`src/rtl/uart_frame_wc_if.sv`:
```
// Register-bus interface for the UART slot. The MMIO controller drives the
// request side (master) and the UART returns combinational read data (slave).
interface uart_frame_wc_if;
  logic        cs;
  logic        read;
  logic        write;
  logic [4:0]  addr;
  logic [31:0] wr_data;
  logic [31:0] rd_data;

  modport master (output cs, read, write, addr, wr_data, input rd_data);
  modport slave  (input cs, read, write, addr, wr_data, output rd_data);
endinterface

```
`src/rtl/uart_frame_wc.sv`:
```
// UART with programmable frame format (5-8 data bits, none/even/odd parity,
// 1 or 2 stop bits), 16-entry TX/RX FIFOs and sticky write-1-to-clear error
// flags. Defining UART_FRAME_WC_INTR_EN adds a registered irq output driven
// by ctrl[5]; without it ctrl[5] is storage only.

// Byte FIFO with an extra pointer bit to tell full from empty.
module uart_frame_wc_fifo #(
  parameter int DEPTH_BIT = 4
) (
  input  logic       clk,
  input  logic       reset,
  input  logic       push,
  input  logic       pop,
  input  logic [7:0] wdata,
  output logic [7:0] rdata,
  output logic       empty,
  output logic       full
);
  logic [7:0]         mem [2**DEPTH_BIT];
  logic [DEPTH_BIT:0] wptr, rptr;
  logic               push_ok, pop_ok;

  assign empty   = (wptr == rptr);
  assign full    = (wptr[DEPTH_BIT] != rptr[DEPTH_BIT]) &&
                   (wptr[DEPTH_BIT-1:0] == rptr[DEPTH_BIT-1:0]);
  // A pop in the same cycle frees the slot, so a push into a full FIFO is legal then.
  assign pop_ok  = pop && !empty;
  assign push_ok = push && (!full || pop_ok);
  assign rdata   = mem[rptr[DEPTH_BIT-1:0]];

  // Pointer update; wrap is implicit in the modulo-2^(DEPTH_BIT+1) counters.
  always_ff @(posedge clk or posedge reset) begin
    if (reset) begin
      wptr <= '0;
      rptr <= '0;
    end else begin
      if (push_ok) wptr <= wptr + 1'b1;
      if (pop_ok)  rptr <= rptr + 1'b1;
    end
  end

  // Storage is plain data and needs no reset.
  always_ff @(posedge clk) begin
    if (push_ok) mem[wptr[DEPTH_BIT-1:0]] <= wdata;
  end
endmodule

module uart_frame_wc #(
  parameter int FIFO_DEPTH_BIT = 4,
  parameter int OVERSAMPLE     = 16
) (
  input  logic           clk,
  input  logic           reset,
  uart_frame_wc_if.slave bus,
  output logic           tx,
  input  logic           rx
`ifdef UART_FRAME_WC_INTR_EN
  ,
  output logic           irq
`endif
);
  localparam int TW = $clog2(OVERSAMPLE);
  localparam logic [TW-1:0] OS_LAST = TW'(OVERSAMPLE - 1);
  localparam logic [TW-1:0] OS_HALF = TW'(OVERSAMPLE / 2 - 1);

  typedef enum logic [2:0] {S_IDLE, S_START, S_DATA, S_PARITY, S_STOP} state_t;

  logic [10:0] dvsr, baud_dvsr, baud_cnt;
  logic [5:0]  ctrl;
  logic [2:0]  err_flags;        // {ovr, frm, par}
  logic        wr_en, tick;
  logic [2:0]  w1c;
  logic        tx_push, rx_pop;
  logic        rx_sync_p0, rx_sync_p1;

  state_t      tx_state, tx_state_nxt;
  logic [TW-1:0] tx_tick_cnt;
  logic [2:0]  tx_bit_cnt;
  logic [4:0]  tx_ctrl;
  logic [7:0]  tx_shreg, tx_head;
  logic        tx_par, tx_start, tx_bit_end, tx_last_bit, tx_empty, tx_full, tx_idle;

  state_t      rx_state, rx_state_nxt;
  logic [TW-1:0] rx_tick_cnt;
  logic [2:0]  rx_bit_cnt;
  logic [3:0]  rx_ctrl;
  logic [7:0]  rx_shreg, rx_byte, rx_head;
  logic        rx_s, rx_par, rx_par_bad, rx_bit_end, rx_half_end, rx_last_bit;
  logic        rx_push, rx_empty, rx_full, frm_set, par_set, ovr_set;
  logic        unused_bits;

  assign wr_en   = bus.cs && bus.write;
  assign tx_push = wr_en && (bus.addr[2:0] == 3'd2);
  assign rx_pop  = wr_en && (bus.addr[2:0] == 3'd3);
  assign w1c     = (wr_en && (bus.addr[2:0] == 3'd5)) ? bus.wr_data[2:0] : 3'b000;
  assign tick    = (baud_cnt >= baud_dvsr);
  assign tx_idle = (tx_state == S_IDLE) && tx_empty;
  assign rx_s    = rx_sync_p1;

  // Configuration registers written from the bus.
  always_ff @(posedge clk or posedge reset) begin
    if (reset) begin
      dvsr <= '0;
      ctrl <= 6'b000011;
    end else if (wr_en) begin
      if (bus.addr[2:0] == 3'd1) dvsr <= bus.wr_data[10:0];
      if (bus.addr[2:0] == 3'd4) ctrl <= bus.wr_data[5:0];
    end
  end

  // Baud generator; the divisor only follows dvsr while no frame is in flight.
  always_ff @(posedge clk or posedge reset) begin
    if (reset) begin
      baud_cnt  <= '0;
      baud_dvsr <= '0;
    end else begin
      if (tx_state == S_IDLE && rx_state == S_IDLE) baud_dvsr <= dvsr;
      baud_cnt <= tick ? 11'd0 : baud_cnt + 11'd1;
    end
  end

  // Two-flop synchroniser for the asynchronous serial input.
  always_ff @(posedge clk or posedge reset) begin
    if (reset) begin
      rx_sync_p0 <= 1'b1;
      rx_sync_p1 <= 1'b1;
    end else begin
      rx_sync_p0 <= rx;
      rx_sync_p1 <= rx_sync_p0;
    end
  end

  uart_frame_wc_fifo #(.DEPTH_BIT(FIFO_DEPTH_BIT)) u_tx_fifo (
    .clk(clk), .reset(reset), .push(tx_push), .pop(tx_start),
    .wdata(bus.wr_data[7:0]), .rdata(tx_head), .empty(tx_empty), .full(tx_full));

  uart_frame_wc_fifo #(.DEPTH_BIT(FIFO_DEPTH_BIT)) u_rx_fifo (
    .clk(clk), .reset(reset), .push(rx_push), .pop(rx_pop),
    .wdata(rx_byte), .rdata(rx_head), .empty(rx_empty), .full(rx_full));

  // ---- transmitter ----
  // Frames start on a baud tick so every bit, the start bit included, is whole.
  assign tx_start    = (tx_state == S_IDLE) && !tx_empty && tick;
  assign tx_bit_end  = tick && (tx_tick_cnt == OS_LAST);
  assign tx_last_bit = (tx_bit_cnt == {1'b1, tx_ctrl[1:0]});

  // TX state register.
  always_ff @(posedge clk or posedge reset) begin
    if (reset) tx_state <= S_IDLE;
    else       tx_state <= tx_state_nxt;
  end

  // TX next-state logic.
  always_comb begin
    tx_state_nxt = tx_state;
    case (tx_state)
      S_IDLE:   if (tx_start) tx_state_nxt = S_START;
      S_START:  if (tx_bit_end) tx_state_nxt = S_DATA;
      S_DATA:   if (tx_bit_end && tx_last_bit)
                  tx_state_nxt = (tx_ctrl[3] ^ tx_ctrl[2]) ? S_PARITY : S_STOP;
      S_PARITY: if (tx_bit_end) tx_state_nxt = S_STOP;
      S_STOP:   if (tx_bit_end && (!tx_ctrl[4] || tx_bit_cnt[0])) tx_state_nxt = S_IDLE;
      default:  tx_state_nxt = S_IDLE;
    endcase
  end

  // TX line level; IDLE and STOP (and reset) hold the line high.
  always_comb begin
    tx = 1'b1;
    case (tx_state)
      S_START:  tx = 1'b0;
      S_DATA:   tx = tx_shreg[0];
      S_PARITY: tx = tx_par ^ tx_ctrl[3];
      default:  tx = 1'b1;
    endcase
  end

  // TX tick/bit counters and the frame format latched at start.
  always_ff @(posedge clk or posedge reset) begin
    if (reset) begin
      tx_tick_cnt <= '0;
      tx_bit_cnt  <= '0;
      tx_ctrl     <= 5'b00011;
    end else if (tx_state == S_IDLE) begin
      tx_tick_cnt <= '0;
      tx_bit_cnt  <= '0;
      if (tx_start) tx_ctrl <= ctrl[4:0];
    end else if (tick) begin
      tx_tick_cnt <= tx_bit_end ? '0 : tx_tick_cnt + 1'b1;
      if (tx_bit_end && tx_state == S_DATA)
        tx_bit_cnt <= tx_last_bit ? 3'd0 : tx_bit_cnt + 3'd1;
      else if (tx_bit_end && tx_state == S_STOP)
        tx_bit_cnt <= tx_bit_cnt + 3'd1;
    end
  end

  // TX shift register and running data parity.
  always_ff @(posedge clk) begin
    if (tx_start) begin
      tx_shreg <= tx_head;
      tx_par   <= 1'b0;
    end else if (tx_state == S_DATA && tx_bit_end) begin
      tx_shreg <= tx_shreg >> 1;
      tx_par   <= tx_par ^ tx_shreg[0];
    end
  end

  // ---- receiver ----
  assign rx_bit_end  = tick && (rx_tick_cnt == OS_LAST);
  assign rx_half_end = tick && (rx_tick_cnt == OS_HALF);
  assign rx_last_bit = (rx_bit_cnt == {1'b1, rx_ctrl[1:0]});
  // Data arrives LSB first into the top, so shift down by 8 - width to right-align.
  assign rx_byte     = rx_shreg >> (~rx_ctrl[1:0]);

  // RX state register.
  always_ff @(posedge clk or posedge reset) begin
    if (reset) rx_state <= S_IDLE;
    else       rx_state <= rx_state_nxt;
  end

  // RX next-state logic; a start bit that is high again at mid-bit is a glitch.
  always_comb begin
    rx_state_nxt = rx_state;
    case (rx_state)
      S_IDLE:   if (!rx_s) rx_state_nxt = S_START;
      S_START:  if (rx_half_end) rx_state_nxt = rx_s ? S_IDLE : S_DATA;
      S_DATA:   if (rx_bit_end && rx_last_bit)
                  rx_state_nxt = (rx_ctrl[3] ^ rx_ctrl[2]) ? S_PARITY : S_STOP;
      S_PARITY: if (rx_bit_end) rx_state_nxt = S_STOP;
      S_STOP:   if (rx_bit_end) rx_state_nxt = S_IDLE;
      default:  rx_state_nxt = S_IDLE;
    endcase
  end

  // RX frame outcome at the stop-bit sample: push, framing, parity, overrun.
  always_comb begin
    rx_push = (rx_state == S_STOP) && rx_bit_end && rx_s;
    frm_set = (rx_state == S_STOP) && rx_bit_end && !rx_s;
    ovr_set = rx_push && rx_full && !rx_pop;
    par_set = rx_push && rx_par_bad && !ovr_set;
  end

  // RX tick/bit counters and the frame format latched at start.
  always_ff @(posedge clk or posedge reset) begin
    if (reset) begin
      rx_tick_cnt <= '0;
      rx_bit_cnt  <= '0;
      rx_ctrl     <= 4'b0011;
    end else if (rx_state == S_IDLE) begin
      rx_tick_cnt <= '0;
      rx_bit_cnt  <= '0;
      if (!rx_s) rx_ctrl <= ctrl[3:0];
    end else if (tick) begin
      if (rx_state == S_START) rx_tick_cnt <= rx_half_end ? '0 : rx_tick_cnt + 1'b1;
      else                     rx_tick_cnt <= rx_bit_end ? '0 : rx_tick_cnt + 1'b1;
      if (rx_bit_end && rx_state == S_DATA)
        rx_bit_cnt <= rx_last_bit ? 3'd0 : rx_bit_cnt + 3'd1;
    end
  end

  // RX shift register, running parity and parity verdict.
  always_ff @(posedge clk) begin
    if (rx_state == S_IDLE) begin
      rx_par     <= 1'b0;
      rx_par_bad <= 1'b0;
    end else if (rx_bit_end && rx_state == S_DATA) begin
      rx_shreg <= {rx_s, rx_shreg[7:1]};
      rx_par   <= rx_par ^ rx_s;
    end else if (rx_bit_end && rx_state == S_PARITY) begin
      rx_par_bad <= (rx_s != (rx_par ^ rx_ctrl[3]));
    end
  end

  // Sticky error flags; a new event beats a simultaneous clear.
  always_ff @(posedge clk or posedge reset) begin
    if (reset) err_flags <= '0;
    else       err_flags <= {ovr_set, frm_set, par_set} | (err_flags & ~w1c);
  end

  // Register read mux; reads have no side effects.
  always_comb begin
    bus.rd_data = '0;
    case (bus.addr[2:0])
      3'd0: bus.rd_data = {18'b0, err_flags, tx_idle, tx_full, rx_empty,
                           (rx_empty ? 8'h00 : rx_head)};
      3'd1: bus.rd_data = {21'b0, dvsr};
      3'd4: bus.rd_data = {26'b0, ctrl};
      default: bus.rd_data = '0;
    endcase
  end

`ifdef UART_FRAME_WC_INTR_EN
  // Registered interrupt request.
  always_ff @(posedge clk or posedge reset) begin
    if (reset) irq <= 1'b0;
    else       irq <= ctrl[5] && (!rx_empty || tx_idle || (|err_flags));
  end
  assign unused_bits = &{1'b0, bus.read, bus.addr[4:3], bus.wr_data[31:11]};
`else
  assign unused_bits = &{1'b0, bus.read, bus.addr[4:3], bus.wr_data[31:11], ctrl[5]};
`endif
endmodule
```
`src/flat_wrapper.sv`:
```
// flat-port wrapper written by rule: the top's interface ports become plain ports
module uart_frame_wc_flat 
#(
  parameter int FIFO_DEPTH_BIT = 4,
  parameter int OVERSAMPLE     = 16
)
  (clk, reset, tx, rx, bus_cs, bus_read, bus_write, bus_addr, bus_wr_data, bus_rd_data);
  uart_frame_wc_if bus_i ();
  input  logic clk;
  input  logic reset;
  output logic tx;
  input  logic rx;
  input wire logic [$bits(bus_i.cs)-1:0] bus_cs;
  input wire logic [$bits(bus_i.read)-1:0] bus_read;
  input wire logic [$bits(bus_i.write)-1:0] bus_write;
  input wire logic [$bits(bus_i.addr)-1:0] bus_addr;
  input wire logic [$bits(bus_i.wr_data)-1:0] bus_wr_data;
  output wire logic [$bits(bus_i.rd_data)-1:0] bus_rd_data;
  assign bus_i.cs = bus_cs;
  assign bus_i.read = bus_read;
  assign bus_i.write = bus_write;
  assign bus_i.addr = bus_addr;
  assign bus_i.wr_data = bus_wr_data;
  assign bus_rd_data = bus_i.rd_data;
  uart_frame_wc #(.FIFO_DEPTH_BIT(FIFO_DEPTH_BIT), .OVERSAMPLE(OVERSAMPLE)) u_core (.clk(clk), .reset(reset), .bus(bus_i), .tx(tx), .rx(rx));
endmodule
```
`config.mk`:
```
export PLATFORM = sky130hd
export DESIGN_NAME = uart_frame_wc_flat
export DESIGN_NICKNAME = d
export VERILOG_FILES = /design/src/rtl/uart_frame_wc_if.sv /design/src/rtl/uart_frame_wc.sv /design/src/flat_wrapper.sv
export SDC_FILE = /design/constraint.sdc
export NUM_CORES = 1
export LEC_CHECK = 0
export ABC_AREA = 1
export BUFFER_PORTS_ARGS = -buffer_cell sky130_fd_sc_hd__buf_2
export CORE_ASPECT_RATIO = 1.2
export CORE_MARGIN = 1.5
export CORE_UTILIZATION = 62
export DETAILED_ROUTE_END_ITERATION = 10
export GPL_TIMING_DRIVEN = 0
export PLACE_DENSITY = 0.83
export SLEW_MARGIN = 10
export SYNTH_ARGS = -nofsm -noshare
export SYNTH_HDL_FRONTEND = slang
export SYNTH_HIERARCHICAL = 1
export SYNTH_SLANG_ARGS = --single-unit
```
`constraint.sdc`:
```
create_clock -name clk -period 3.1 [get_ports clk]
set_clock_uncertainty 0.2 [all_clocks]
set_input_delay 0.31 -clock clk [delete_from_list [all_inputs] [get_ports clk]]
set_output_delay 0.31 -clock clk [all_outputs]
set_load 0.02 [all_outputs]
```
==> results.json, run 1 <==
{
  "cp_num_buf_inv": 3,
  "r2r_cells": 14,
  "worstReg2RegEnd": "u_core/u_rx_fifo/mem[8][3]$_DFFE_PP_",
  "mappedNetlistArea_um2": 16700,
  "synth_top_area_cell": "edfxtp_1",
  "port_buffers": 33,
  "start_kind": "flip-flop",
  "leakage_nw": 7.52,
  "arrival_ps": 3040,
  "ys_types": 47,
  "ant_nets": 0,
  "dieWidth_um": 153,
  "required_ps": 3050,
  "fin_nets": 1801,
  "grtUsageTotal": 0.279,
  "synth.avg_cell_area_um2": 10.3,
  "vias_per_cell": 5.81,
  "hold_viol": 0,
  "slowest_delay_ps": 430,
  "dr.pass1.iters": 5,
  "diodes": 0,
  "drt_iter0_drc": 936,
  "status": "completed",
  "period_needed_ps": 3090,
  "grt_setup_unrepaired": "yes",
  "setup.worst_path.class": "flip-flop to flip-flop",
  "tightestPinTransition_ps": 1090,
  "slew_violations": 0,
  "clk_latency_ps": 520,
  "clockBufferDepth": 3,
  "place_area_um2": 17400,
  "drive_gt1_frac": 0.147,
  "crit_slowest_cell": "dfrtp_1",
  "dieArea_um2": 27900,
  "final_common_cell": "nand2_1",
  "seq_area_frac_synth": 0.633,
  "period_share": 0.995,
  "place_inst": 2014,
  "start_util": 0.633,
  "cts.sinks": 368,
  "antenna_found_initial": 0,
  "vias": 12170,
  "r2r_slack_ps": 10,
  "vdd_drop_max_v": 0.000500,
  "critPathMaxFanout": 10,
  "drt_drc_violations_left": 0,
  "core_um2": 26400,
  "hp-start": "bus_wr_data[2]",
  "grt_max_degree": 40,
  "first_global_vias": 12005,
  "yosysWarnings": 6,
  "fmax_mhz": 324,
  "syn_to_final_growth_pct": 13.8,
  "rows": 65,
  "final_util": 0.721,
  "globalplace.congestion": 0.946,
  "r2r-start": "u_core/baud_cnt[2]$_DFF_PP0_",
  "synth-seq-cells": 368,
  "endpoint_kind": "flip-flop",
  "place_ws_ps": -202,
  "clkTransAtPathRegs_ps": 60,
  "report.power.total_mw": 10.2,
  "whs_ps": 24.5,
  "crit_family": "simple AND/OR/NAND/NOR gates",
  "cts.htree.levels": 2,
  "ios": 76,
  "die-height_um": 183,
  "slew_headroom": 0.264,
  "crit_chain": "ha_1, nand2_1, nor2_1, nand3_1, nand2_2, inv_2, nand3_4, nand2_4, inv_2, nand2_2, nor2_4, nand2_4, buf_4, nor2_2",
  "holdPathStages": 1,
  "grt-ovfl-total": 0,
  "power.density_nw_per_um2": 535,
  "worst_slack_ps": 14.6,
  "final_cells": 2093,
  "final_cell_mix": "nand2_1, edfxtp_1, nor2_1",
  "synth_area_leaders": "edfxtp_1, dfrtp_1, nand2_1",
  "setup_viol": 0,
  "cts_buffers": 37,
  "routed_wl_um": 39100,
  "drv_cap": 0,
  "design_area_um2": 19000,
  "setup_tns_ps": 0,
  "synth_top_area_frac": 0.490,
  "root_buffer": "clkbuf_16",
  "grt_pass1_wl_um": 61200,
  "wl_per_cell_um": 18.7,
  "cts_tree": "done",
  "dp.final_hpwl_um": 26200,
  "synthCells": 1625,
  "min_path_type": "primary input to flip-flop",
  "min_delay_worst_endpoint": "u_core/u_tx_fifo/mem[8][2]$_DFFE_PP_"
}
==> metal layers <==
| metal | track usage | share of wire | routed length (um) | vias up |
|---|---|---|---|---|
| li1 | - | - | - | 5690 |
| met1 | 0.336 | 0.37 | 14400 | 5785 |
| met2 | 0.498 | 0.52 | 20200 | 559 |
| met3 | 0.0397 | 0.071 | 2790 | 136 |
| met4 | 0.125 | 0.045 | 1740 | 0 |
| met5 | 0 | 0 | 0 | - |
==> Yosys cell counts (all sizes together) <==
library cell  number
dfxtp              3
nor4               2
a211oi             1
a31oi              2
edfxtp           272
dfstp              8
or2                1
mux2i              9
buf               54
nand2            330
o221ai             6
nor2             276
conb               1
o21bai             2
xor2              13
and3               3
o211ai            33
o22ai             19
clkinv             2
a21oi             21
nand4              8
o32ai              1
dfrtp             85
nand3             55
nand3b             1
nor3b              1
inv              131
nor3               6
o31ai              2
o21ai            211
xnor2             13
clkbuf            27
ha                26
==> power breakdown <==
| group | leakage (nW) | switching (mW) | internal [mW] |
|---|---|---|---|
| Combinational | 3.31 | 0.327 | 0.129 |
| Sequential | 3.65 | 0.0438 | 5.34 |
| Clock | 0.562 | 1.79 | 2.53 |
| Total | 7.52 | 2.16 | 8.00 |
==> final cells by class <==
type	count	area, um2
Inverter	133	502
Fill cell	1773	7360
Buffer	81	478
Clock buffer	42	945
Clock inverter	23	223
Tap cell	335	419
Sequential cell	368	10600
Multi-Input combinational cell	1060	5500
Timing Repair Buffer	51	354
==> state kept, by name, summed over array words and instances, names as in the netlist, 6 cells and up <==
signal,count
u_core/u_rx_fifo/mem,128
u_core/u_tx_fifo/mem,128
u_core/baud_cnt,11
u_core/baud_dvsr,11
u_core/dvsr,11
u_core/rx_shreg,8
u_core/tx_shreg,8
u_core/ctrl,6
==> worst register-to-register path, stage by stage (launching register included) <==
cell and delay, ps:
dfrtp_1 430, ha_1 340, nand2_1 60, nor2_1 120
nand3_1 110, nand2_2 150, inv_2 60, nand3_4 110
nand2_4 80, inv_2 70, nand2_2 90, nor2_4 230
nand2_4 80, buf_4 220, nor2_2 390
==> cell families (layout without fill, tap and decap cells) <==
logic type / after synthesis / count (layout) / share of synthesized area
AO/OA/AOI/OAI: 298 / 298 / 0.0998
XOR/XNOR: 26 / 26 / 0.0136
adder cells (fa/ha/maj): 26 / 26 / 0.0195
buffers and inverters: 214 / 330 / 0.0566
flip-flops: 368 / 368 / 0.633
multiplexers: 9 / 9 / 0.00540
other: 1 / 18 / 0.000225
AND/OR/NAND/NOR: 683 / 683 / 0.172
==> how the worst max path moves through the flow <==
stage	startpoint	to	slack [ps]	cells after the start
floorplan	u_core/baud_cnt[2]$_DFF_PP0_	u_core/u_rx_fifo/mem[10][0]$_DFFE_PP_	340	14
global placement	u_core/rx_ctrl[0]$_DFFE_PP1P_	u_core/u_rx_fifo/mem[6][1]$_DFFE_PP_	-240	3
detailed placement	u_core/baud_cnt[2]$_DFF_PP0_	u_core/u_rx_fifo/mem[7][1]$_DFFE_PP_	-200	14
CTS	u_core/u_tx_fifo/rptr[1]$_DFFE_PP0P_	u_core/u_tx_fifo/mem[7][4]$_DFFE_PP_	-190	14
global route	u_core/baud_cnt[2]$_DFF_PP0_	u_core/u_rx_fifo/mem[8][3]$_DFFE_PP_	-110	14
finish	u_core/baud_cnt[2]$_DFF_PP0_	u_core/u_rx_fifo/mem[8][3]$_DFFE_PP_	10	14
==> timing repair <==
| action | 4_1_cts | 5_1_grt |
|---|---|---|
| resized for setup | 33 | 65 |
| pin swaps | 0 | 3 |
| hold endpoints to repair | 65 | 0 |
| endpoints found under the setup margin | 264 | 258 |
| cloned | 0 | 0 |
| hold buffers | 8 | 0 |
| setup buffers | 0 | 6 |
No activity file was read; power rests on OpenSTA's default activity.
==> run 2, diff against run 1 <==
--- a/config.mk
+++ b/config.mk
@@ -11,6 +11,7 @@
 export CORE_MARGIN = 1.5
-export CORE_UTILIZATION = 62
+export CORE_UTILIZATION = 60
 export DETAILED_ROUTE_END_ITERATION = 10
 export GPL_TIMING_DRIVEN = 0
-export PLACE_DENSITY = 0.83
+export PLACE_DENSITY = 0.81
+export RECOVER_POWER = 50
 export SLEW_MARGIN = 10
==> constraint.sdc (replaced) <==
create_clock -name clk -period 3.1 [get_ports clk]
set_clock_uncertainty 0.2 [all_clocks]
set_input_delay 0.155 -clock clk [delete_from_list [all_inputs] [get_ports clk]]
set_output_delay 0.155 -clock clk [all_outputs]
set_load 0.02 [all_outputs]
==> results.json, run 2 (synthesized netlist as in run 1, its figures left out) <==
{
  "fmax_mhz": 326,
  "min_delay_worst_endpoint": "u_core/u_rx_fifo/rptr[2]$_DFFE_PP0P_",
  "status": "completed",
  "arrival_ps": 3010,
  "dieWidth_um": 155,
  "grt-ovfl-total": 0,
  "power.density_nw_per_um2": 546,
  "fill_cells": 1886,
  "ios": 76,
  "r2r_slack_ps": 30,
  "wl_per_cell_um": 18.5,
  "period_needed_ps": 3070,
  "globalplace.congestion": 0.940,
  "setup_viol": 0,
  "hold_viol": 0,
  "clkTransAtPathRegs_ps": 60,
  "place_area_um2": 17400,
  "start_kind": "flip-flop",
  "drt_iter0_drc": 1145,
  "min_path_type": "primary input to flip-flop",
  "die-height_um": 186,
  "dr.pass1.iters": 7,
  "antenna_found_initial": 1,
  "slew_headroom": 0.0206,
  "leakage_nw": 7.56,
  "dp.final_hpwl_um": 25800,
  "final_common_cell": "nand2_1",
  "setup_tns_ps": 0,
  "drv_cap": 0,
  "worstReg2RegEnd": "u_core/u_tx_fifo/mem[15][7]$_DFFE_PP_",
  "tightestPinTransition_ps": 1470,
  "syn_to_final_growth_pct": 14.6,
  "critPathMaxFanout": 10,
  "root_buffer": "clkbuf_16",
  "grt_setup_unrepaired": "yes",
  "core_um2": 27300,
  "vias_per_cell": 5.80,
  "ant_nets": 0,
  "cts_tree": "done",
  "required_ps": 3040,
  "holdPathStages": 5,
  "design_area_um2": 19100,
  "final_cell_mix": "nand2_1, edfxtp_1, nor2_1",
  "cts.sinks": 368,
  "clk_latency_ps": 520,
  "grtUsageTotal": 0.274,
  "first_global_vias": 11885,
  "fin_nets": 1816,
  "port_buffers": 33,
  "endpoint_kind": "flip-flop",
  "vdd_drop_max_v": 0.000474,
  "final_util": 0.702,
  "report.power.total_mw": 10.5,
  "rows": 66,
  "drive_gt1_frac": 0.135,
  "diodes": 0,
  "vias": 12255,
  "grt_pass1_wl_um": 61000,
  "period_share": 0.991,
  "whs_ps": 54.2,
  "cts.htree.levels": 2,
  "r2r_cells": 14,
  "hp-start": "bus_cs",
  "grt_max_degree": 69,
  "dieArea_um2": 28800,
  "setup.worst_path.class": "flip-flop to flip-flop",
  "r2r-start": "u_core/u_tx_fifo/rptr[1]$_DFFE_PP0P_",
  "start_util": 0.612,
  "slew_violations": 0,
  "cts_buffers": 36,
  "clockBufferDepth": 3,
  "drt_drc_violations_left": 0,
  "routed_wl_um": 39200
}
==> run 2: cell types whose count changed in the layout (fill, tap and decap cells not counted), moves of 6 or more <==
cell           previous run  this run
clkinv_1                 11         3
buf_4                    38        31
nor2_4                   37        29
dlygate4sd3_1             8        26
clkbuf_1                 23        42
nor2_2                    8        14
==> run 2: metal layers <==
| metal | GRT usage | wire length (um) | vias to the layer above |
|---|---|---|---|
| met5 | 0 | 11 | - |
| met3 | 0.0407 | 2490 | 138 |
| li1 | - | - | 5708 |
| met2 | 0.486 | 20100 | 538 |
| met4 | 0.146 | 1850 | 2 |
| met1 | 0.324 | 14700 | 5869 |
==> run 2: critical path: stages, from the launching register on <==
cell	delay (ps)
dfrtp_1	490
inv_2	220
nand2_1	70
nand2_1	110
nor2_4	60
nand3_1	110
inv_1	90
nor2_1	140
o21ai_2	110
inv_2	160
inv_1	90
nand4_4	140
nand2_2	90
buf_4	220
nor2_2	400
==> run 2: worst max-delay path by stage <==
stage | from | endpoint | slack (ps) | depth (start not counted)
2_1_floorplan | u_core/baud_cnt[2]$_DFF_PP0_ | u_core/u_rx_fifo/mem[10][0]$_DFFE_PP_ | 340 | 14
3_3_place_gp | u_core/rx_ctrl[0]$_DFFE_PP1P_ | u_core/u_rx_fifo/mem[6][5]$_DFFE_PP_ | -300 | 3
3_5_place_dp | u_core/baud_cnt[6]$_DFF_PP0_ | u_core/u_rx_fifo/mem[15][0]$_DFFE_PP_ | -230 | 14
4_1_cts | u_core/baud_cnt[6]$_DFF_PP0_ | u_core/u_rx_fifo/mem[8][3]$_DFFE_PP_ | -200 | 14
5_1_grt | u_core/u_tx_fifo/rptr[1]$_DFFE_PP0P_ | u_core/u_tx_fifo/mem[7][0]$_DFFE_PP_ | -130 | 14
6_report | u_core/u_tx_fifo/rptr[1]$_DFFE_PP0P_ | u_core/u_tx_fifo/mem[15][7]$_DFFE_PP_ | 30 | 14
==> run 2: power breakdown <==
part / switching, mW / total (mW) / internal [mW]
Clock: 1.80 / 4.62 / 2.82
Combinational: 0.306 / 0.443 / 0.137
Sequential: 0.0424 / 5.38 / 5.34
==> run 2: cell type report <==
class	count	area, um2	area share
clock buffers	46	1010	0.0529
plain buffers	81	455	0.0238
flip-flops and latches	368	10600	0.552
well taps	340	425	0.0222
multi-input cells	1060	5440	0.284
repair buffers	67	469	0.0245
inverters	133	500	0.0262
clock inverters	18	258	0.0135
==> run 2: timing repair <==
item | CTS | global route
setup buffers | 0 | 6
pin swaps | 0 | 2
hold buffers | 26 | 0
cloned | 0 | 0
gates resized for setup | 29 | 38
endpoints found under the setup margin | 256 | 238
endpoints found under the hold margin | 245 | 0
==> run 2: through the flow <==
step | setup WS, ps | std cells
after floorplan | 337 | 1642
after global placement | -297 | 2015
after detailed placement | -227 | 2017
after CTS | -195 | 2107
after global routing | -133 | 2113
final | 28.9 | 2113
